[src/rtl/pos_cell_access_ctrl.sv]
// rtl/pos_cell_access_ctrl.sv - cell memory access controller: count-word read, particle streaming, single writes
// Memory read data arrives two cycles after the registered address; the valid/index pipe tracks that latency.
module pos_cell_access_ctrl #(
  parameter int DATA_WIDTH   = 96,
  parameter int ADDR_WIDTH   = 8,
  parameter int PARTICLE_NUM = 220
) (
  input  logic                  clk,
  input  logic                  rst_n,
  input  logic                  rd_req,
  input  logic                  rd_pause,
  input  logic                  wr_req,
  input  logic [ADDR_WIDTH-1:0] wr_addr,
  input  logic [DATA_WIDTH-1:0] wr_data,
  input  logic [DATA_WIDTH-1:0] mem_q,
  output logic                  rd_ack,
  output logic                  wr_ack,
  output logic                  rd_valid,
  output logic                  rd_last,
  output logic [DATA_WIDTH-1:0] rd_data,
  output logic [ADDR_WIDTH-1:0] rd_index,
  output logic [ADDR_WIDTH-1:0] particle_count,
  output logic                  busy,
  output logic                  done,
  output logic [ADDR_WIDTH-1:0] mem_address,
  output logic [DATA_WIDTH-1:0] mem_data,
  output logic                  mem_rden,
  output logic                  mem_wren
);

  typedef enum logic [2:0] {IDLE, CNT_ISSUE, CNT_WAIT, STREAM, DRAIN} state_t;

  localparam logic [ADDR_WIDTH-1:0] CNT_MAX = ADDR_WIDTH'(PARTICLE_NUM - 1);

  state_t                state_q, state_d;
  logic [1:0]            wait_q, wait_d;
  logic [ADDR_WIDTH-1:0] addr_q, addr_d;
  logic [ADDR_WIDTH-1:0] particle_count_q, particle_count_d;
  logic [ADDR_WIDTH-1:0] wr_addr_q, wr_addr_d;
  logic [DATA_WIDTH-1:0] wr_data_q, wr_data_d;
  logic                  rd_ack_q, rd_ack_d;
  logic                  wr_ack_q, wr_ack_d;
  logic                  done_q, done_d;
  logic [ADDR_WIDTH-1:0] mem_address_q, mem_address_d;
  logic [DATA_WIDTH-1:0] mem_data_q, mem_data_d;
  logic                  mem_rden_q, mem_rden_d;
  logic                  mem_wren_q, mem_wren_d;
  logic                  p1_valid_q, p1_valid_d;
  logic [ADDR_WIDTH-1:0] p1_idx_q, p1_idx_d;
  logic                  p1_last_q, p1_last_d;
  logic                  rd_valid_q, rd_valid_d;
  logic [ADDR_WIDTH-1:0] rd_index_q, rd_index_d;
  logic                  rd_last_q, rd_last_d;

  logic                  wr_inflight;
  logic [ADDR_WIDTH-1:0] cnt_raw;
  logic [ADDR_WIDTH-1:0] cnt_sat;
  logic                  issue_en;
  logic [ADDR_WIDTH-1:0] issue_addr;
  logic [ADDR_WIDTH-1:0] issue_lim;

  assign wr_inflight = wr_ack_q | mem_wren_q;
  assign cnt_raw     = mem_q[ADDR_WIDTH-1:0];
  assign cnt_sat     = (cnt_raw > CNT_MAX) ? CNT_MAX : cnt_raw;

  always_comb begin
    state_d          = state_q;
    wait_d           = wait_q;
    addr_d           = addr_q;
    particle_count_d = particle_count_q;
    wr_addr_d        = wr_addr_q;
    wr_data_d        = wr_data_q;
    rd_ack_d         = 1'b0;
    wr_ack_d         = 1'b0;
    done_d           = 1'b0;
    mem_address_d    = mem_address_q;
    mem_data_d       = mem_data_q;
    mem_rden_d       = 1'b0;
    mem_wren_d       = 1'b0;
    issue_en         = 1'b0;
    issue_addr       = addr_q;
    issue_lim        = particle_count_q;

    // Address 0 is the count read, never a streamed particle.
    p1_valid_d = mem_rden_q && (mem_address_q != '0);
    p1_idx_d   = mem_address_q;
    p1_last_d  = (mem_address_q == particle_count_q);
    rd_valid_d = p1_valid_q;
    rd_index_d = p1_valid_q ? p1_idx_q : '0;
    rd_last_d  = p1_valid_q && p1_last_q;

    if (wr_ack_q) begin
      mem_wren_d    = 1'b1;
      mem_address_d = wr_addr_q;
      mem_data_d    = wr_data_q;
    end

    case (state_q)
      IDLE: begin
        if (wr_req && !wr_inflight) begin
          wr_ack_d  = 1'b1;
          wr_addr_d = wr_addr;
          wr_data_d = wr_data;
        end else if (rd_req && !wr_inflight) begin
          rd_ack_d = 1'b1;
          state_d  = CNT_ISSUE;
        end
      end
      CNT_ISSUE: begin
        mem_rden_d    = 1'b1;
        mem_address_d = '0;
        wait_d        = 2'd0;
        state_d       = CNT_WAIT;
      end
      CNT_WAIT: begin
        wait_d = wait_q + 2'd1;
        if (wait_q == 2'd2) begin
          particle_count_d = cnt_sat;
          if (cnt_sat == '0) begin
            done_d  = 1'b1;
            state_d = DRAIN;
          end else begin
            // First address goes out while the count is still on mem_q.
            issue_en   = 1'b1;
            issue_addr = ADDR_WIDTH'(1);
            issue_lim  = cnt_sat;
            state_d    = STREAM;
          end
        end
      end
      STREAM: issue_en = 1'b1;
      DRAIN: begin
        done_d = p1_valid_q && p1_last_q;
        if (done_q) state_d = IDLE;
      end
      default: state_d = IDLE;
    endcase

    if (issue_en) begin
      if (rd_pause) begin
        addr_d = issue_addr;
      end else begin
        mem_rden_d    = 1'b1;
        mem_address_d = issue_addr;
        addr_d        = issue_addr + ADDR_WIDTH'(1);
        if (issue_addr == issue_lim) state_d = DRAIN;
      end
    end
  end

  always_ff @(posedge clk or negedge rst_n) begin
    if (!rst_n) begin
      state_q          <= IDLE;
      wait_q           <= '0;
      addr_q           <= '0;
      particle_count_q <= '0;
      wr_addr_q        <= '0;
      wr_data_q        <= '0;
      rd_ack_q         <= 1'b0;
      wr_ack_q         <= 1'b0;
      done_q           <= 1'b0;
      mem_address_q    <= '0;
      mem_data_q       <= '0;
      mem_rden_q       <= 1'b0;
      mem_wren_q       <= 1'b0;
      p1_valid_q       <= 1'b0;
      p1_idx_q         <= '0;
      p1_last_q        <= 1'b0;
      rd_valid_q       <= 1'b0;
      rd_index_q       <= '0;
      rd_last_q        <= 1'b0;
    end else begin
      state_q          <= state_d;
      wait_q           <= wait_d;
      addr_q           <= addr_d;
      particle_count_q <= particle_count_d;
      wr_addr_q        <= wr_addr_d;
      wr_data_q        <= wr_data_d;
      rd_ack_q         <= rd_ack_d;
      wr_ack_q         <= wr_ack_d;
      done_q           <= done_d;
      mem_address_q    <= mem_address_d;
      mem_data_q       <= mem_data_d;
      mem_rden_q       <= mem_rden_d;
      mem_wren_q       <= mem_wren_d;
      p1_valid_q       <= p1_valid_d;
      p1_idx_q         <= p1_idx_d;
      p1_last_q        <= p1_last_d;
      rd_valid_q       <= rd_valid_d;
      rd_index_q       <= rd_index_d;
      rd_last_q        <= rd_last_d;
    end
  end

  assign rd_ack         = rd_ack_q;
  assign wr_ack         = wr_ack_q;
  assign rd_valid       = rd_valid_q;
  assign rd_last        = rd_last_q;
  assign rd_data        = rd_valid_q ? mem_q : '0;
  assign rd_index       = rd_index_q;
  assign particle_count = particle_count_q;
  assign busy           = (state_q == CNT_WAIT) || (state_q == STREAM) || (state_q == DRAIN);
  assign done           = done_q;
  assign mem_address    = mem_address_q;
  assign mem_data       = mem_data_q;
  assign mem_rden       = mem_rden_q;
  assign mem_wren       = mem_wren_q;

endmodule

[config.mk]
export PLATFORM = sky130hd
export DESIGN_NAME = pos_cell_access_ctrl
export DESIGN_NICKNAME = d
export VERILOG_FILES = /design/src/rtl/pos_cell_access_ctrl.sv
export SDC_FILE = /design/constraint.sdc
export NUM_CORES = 1
export LEC_CHECK = 0
export ABC_CLOCK_PERIOD_IN_PS = 3650
export CELL_PAD_IN_SITES_DETAIL_PLACEMENT = 1
export CELL_PAD_IN_SITES_GLOBAL_PLACEMENT = 2
export CORE_UTILIZATION = 31
export CTS_BUF_LIST = sky130_fd_sc_hd__clkbuf_4 sky130_fd_sc_hd__clkbuf_8
export CTS_CLUSTER_DIAMETER = 60
export DETAILED_ROUTE_END_ITERATION = 8
export PLACE_DENSITY_LB_ADDON = 0.1
export SLEW_MARGIN = 5
export SYNTH_ARGS = -nofsm -noshare
export SYNTH_HDL_FRONTEND = slang
export SYNTH_SLANG_ARGS = --single-unit
[constraint.sdc]
create_clock -name clk -period 3.65 [get_ports clk]
set_input_delay 0.365 -clock clk [delete_from_list [all_inputs] [get_ports clk]]
set_output_delay 0.365 -clock clk [all_outputs]
set_load 0.03 [all_outputs]
* Word level (Yosys, flattened, before mapping)
Cells that the tools add are included.
Word-level totals: word-level logic and storage cells 82, input bits 205, flip-flop bits (word level) 254
Cells by class: muxes and demuxes 39, equal/unequal tests 7, reductions and logical operators 13, magnitude comparators 1, add/sub/neg operators 2, bitwise logic cells 1
Operators with widths (count):
- 8-bit 2-to-1 mux | 13
- 96-bit 2-to-1 mux | 1
- 3-bit 2-to-1 mux | 8
- 8-bit == test | 2
- 3-bit one-hot mux with 5 select lines | 1
- 1-bit 2-to-1 mux | 13
- 8-bit by 1-bit adder with 8-bit output, second input constant | 1
- 8-bit greater-than comparator, second input constant | 1
- 8-bit logical NOT | 1
- 8-bit nonzero test | 1
- 3-bit by 2-bit == test with 1-bit output, second input constant | 2
- 1-bit logical AND | 4
- 1-bit one-hot mux with 2 select lines | 2
- 2-bit one-hot mux with 2 select lines | 1
- 2-bit AND reduction | 2
- 3-bit by 1-bit == test with 1-bit output, second input constant | 1
- 3-bit == test, second input constant | 1
- 3-bit logical NOT | 1
- 2-bit by 1-bit adder with 2-bit output, second input constant | 1
- 2-bit == test, second input constant | 1
- 1-bit logical OR | 2
- 2-bit nonzero test | 1
- 1-bit logical NOT | 1
- 1-bit OR | 1

* Depth between registers and ports, before layout
word-level depth 10, depth in mapped cells 11

* Worst setup path after synthesis
OpenSTA, ideal clock, no wires.
path type reg2reg, from reg wait_q[0], to reg addr_q[4], period minus slack after synthesis 2493 ps, stages on the path, launching flop included 12, setup time 131 ps, arrival time 2362 ps, path slack 1157 ps, path buffers 1, cell sequence dfrtp_1 inv_1 ha_1 or4bb_1 a21oi_1 clkbuf_1 nor2_1 ha_1 nor2b_1 nand4_1 xor2_1 nor2_1
On the way: word-level cells in the longest chain between the ends 5
Ends and longest elaborated chain:
- start: declaration | line 36 | logic [1:0] wait_q, wait_d;
- start signal: assignment | line 174 | wait_q <= wait_d;
- 2-bit == test (*) | line 117 | if (wait_q == 2'd2) begin
- 8-bit 2-to-1 mux | line 117
- 8-bit 2-to-1 mux | line 98 | case (state_q)
- 8-bit by 1-bit adder with 8-bit output | line 145 | addr_d = issue_addr + ADDR_WIDTH'(1);
- 8-bit 2-to-1 mux | line 140 | if (rd_pause) begin
- end signal: assignment | line 175 | addr_q <= addr_d;
- end: declaration | line 37 | logic [ADDR_WIDTH-1:0] addr_q, addr_d;
Every way passes the cells marked *; elsewhere a longest branch is shown, timed or not. A chain may end at the register's enable or synchronous reset.

* Worst setup path in the final report
from reg wait_q[0], to reg addr_q[6]
Same word-level chain as after synthesis.

==> qor.txt <==
Leading post-synthesis cells by cell area: dfrtp_1, mux2_2, mux2_4
Layout cells sized above 1: 24.5%
First-pass GRT wire length: 49.9 mm
DRT iter0 DRCs: 201
Yosys reg bits: 254
CP max stage delay: 0.71 ns
Root buffer cell: clkbuf_8
Min Clock Period, post-route: 2.82 ns
Setup Buffers After CTS: 0
Total clock sinks: 254
Port buffer count: 428
Final Cycle Share: 77.2%
P_leak: 0.00744 uW
IO Count: 429
Worst-Margin Slew: 0.997 ns
Crit-path leading delay family: simple AND/OR/NAND/NOR gates
Die height: 188 um
Htree depth: 2
GRT overflow: 0
Pre-antenna DRT Iters: 4
Area occupied by multi-input gates: 4070 um^2
Final Hold Vio Count: 0
Cells after Synth: 766
Ys Warns: 0
Setup ws final: 0.832 ns
Crit path capture: addr_q[6]$_DFFE_PN0P_
CP max FO: 13
CP Capture Type: flip-flop
Syn nets: 973
Starting Density: 31.7%
Residual DRC: 0
CTS tree: yes
Post-Place Worst Slack: 0.839 ns
Num CTS Buffers: 47
Arr. time, crit path: 3.31 ns
Post-synth EDFFs: 0
Sequential area share after synthesis: 59.5%
CP required: 4.14 ns
Status: completed
Post-synth top flop: dfrtp_1
FF+latch area: 6360 um^2
Reg2Reg Setup Slack: 0.83 ns
Initial antenna violation count: 1
MaxCap Viol Count: 0
Final setup viols: 0
Final ANT Viol Nets: 0
CP most frequent cell: ha_1
Clk buf depth: 3
Worst reg2reg path startpoint: wait_q[0]$_DFFE_PN0P_
Post-Syn Area: 10700 um^2
Min-Delay Path Class: in -> reg
CP Depth: 10
Crit-path slowest cell: or4bb_1
WP buf/inv: 1
FILL cells: 3486
Synth-to-layout area growth: 55.0%
Die width: 188 um
Pin count of the biggest net entering global routing: 130
Setup CP Type: reg -> reg
Ys async rst share: 100%
Dpl hpwl: 22.7 mm
Area of the die: 35200 um^2
Netlist cell types: 48
Fin Setup TNS: 0 ns
Vias: 7628
Capture point of the worst reg-to-reg path: addr_q[6]$_DFFE_PN0P_
Wire per inst: 18.6 um
RSZ-0062 raised after global routing: false
Aggregate global-route resource usage: 18.1%
Power per cell area: 469 nW/um^2
Vias in the first global route: 8311
Worst-path cell chain: inv_1, ha_1, or4bb_1, a21o_1, nand2b_1, ha_1, nor2b_1, nand2_1, or3_1, a21oi_1
Synth area leader: dfrtp_1
Critical Path Start Type: flip-flop
Fin nets: 1422
GPL Wtd Cong: 0.750
Clk_skew: 0.0435 ns
Most common cell after layout, fill and taps aside: clkdlybuf4s50_1
Vias per cell: 4.48
Final core area utilization: 49.1%
Row Count: 67
Syn_area_per_cell: 13.9 um^2
Routed wire length: 31.6 mm
Worst skew pair latency: 0.57 ns
Final hold slack: 0.402 ns
Worst Setup SP: wait_q[0]$_DFFE_PN0P_
Fmax: 0.355 GHz
Slew margin rel.: 33.5%
Max Slew Vio Count: 0
Post-synth top area share: 59.5%
Clk pin slew, worst setup/hold paths: 0.06 ns
Core area: 33700 um^2
Most frequent cells in the layout: clkdlybuf4s50_1, dfrtp_1, mux2_2
Worst VDD drop: 0.266 mV
Worst reg2reg path depth: 10
Power, Total: 7750 uW
## cell usage after synthesis (3+ instances only)
cell type  count
o22ai_1        3
nor4_1         4
dfrtp_1      254
inv_1          8
nor2_1        11
and2_1       105
nand2_1       27
nand2b_1       5
mux2_2       151
clkbuf_1      29
or3_1          3
o21ai_0       18
xnor2_1       11
a21o_1         4
nor3_1         3
mux2_4        49
mux2i_1        8
a21oi_1       11
a31oi_1        6
nand3_1        4
xor2_1         5
buf_6          7
nand4_1        7
buf_2          6
## flip-flops by register name (all words and copies together), names as in the netlist, 2 cells and up
name            cells
state_q             3
wait_q              2
mem_address         8
rd_index            8
particle_count      8
wr_data_q          96
addr_q              8
p1_idx_q            8
mem_data           96
wr_addr_q           8
## cell type report
| class | count | area share, % |
|---|---|---|
| antenna | 1 | 0.0151 |
| clock buffer | 71 | 5.45 |
| clock inverter | 16 | 0.908 |
| inverter | 8 | 0.182 |
| multi-input combinational | 461 | 24.6 |
| sequential | 254 | 38.5 |
| tap | 448 | 3.39 |
| timing repair buffer | 443 | 27.0 |
## metrics by stage
step | instance area, um^2 | instances
4_1_cts | 16500 | 1701
6_report | 16500 | 1702
5_1_grt | 16500 | 1702
3_3_place_gp | 15500 | 1613
2_1_floorplan | 10700 | 766
3_5_place_dp | 15500 | 1613
## routing by layer
metal,part of all wire (%),track usage [%]
met4,1.8,5.28
met5,0,0
met3,8.2,6.27
met2,49,30.8
met1,41,21.6
## how the worst min path moves through the flow
stage | to | startpoint | cells after the start
after floorplan | addr_q[0]$_DFFE_PN0P_ | rst_n | 0
after global placement | rd_index[3]$_DFF_PN0_ | p1_idx_q[3]$_DFF_PN0_ | 1
after detailed placement | rd_index[3]$_DFF_PN0_ | p1_idx_q[3]$_DFF_PN0_ | 1
after CTS | wr_data_q[39]$_DFFE_PN0P_ | wr_data[39] | 2
after global routing | rd_ack$_DFF_PN0_ | wr_req | 2
final | rd_ack$_DFF_PN0_ | rd_req | 2
## logic make-up (layout without fill, tap and decap cells)
logic type	after synthesis	after routing	synth area share [%]
and+or+nand+nor	180	180	9.83
AOI/OAI and AO/OA	55	55	3.14
other	0	1	0
muxes	208	208	23.6
adders and majority gates	2	2	0.234
xor gates and xnor gates	16	16	1.31
buffers and inverters	51	538	2.36
DFF	254	254	59.5
## power breakdown
| part | internal [uW] | switching [uW] | leakage [uW] |
|---|---|---|---|
| Combinational | 779 | 794 | 0.00359 |
| Sequential | 3020 | 187 | 0.00329 |
| Clock | 1740 | 1230 | 0.000559 |
| Total | 5540 | 2210 | 0.00744 |
## worst register-to-register path: stages, from the launching register on
cell,delay [ns]
dfrtp_1,0.40
inv_1,0.07
ha_1,0.19
or4bb_1,0.71
a21o_1,0.29
nand2b_1,0.09
ha_1,0.13
nor2b_1,0.25
nand2_1,0.14
or3_1,0.33
a21oi_1,0.14
## timing repair
action / in CTS / in global routing
hold endpoints to repair: 120 / 0
hold buffers: 1 / 0
gates resized for setup: 0 / 0
Power figures use the tool's default switching activity.
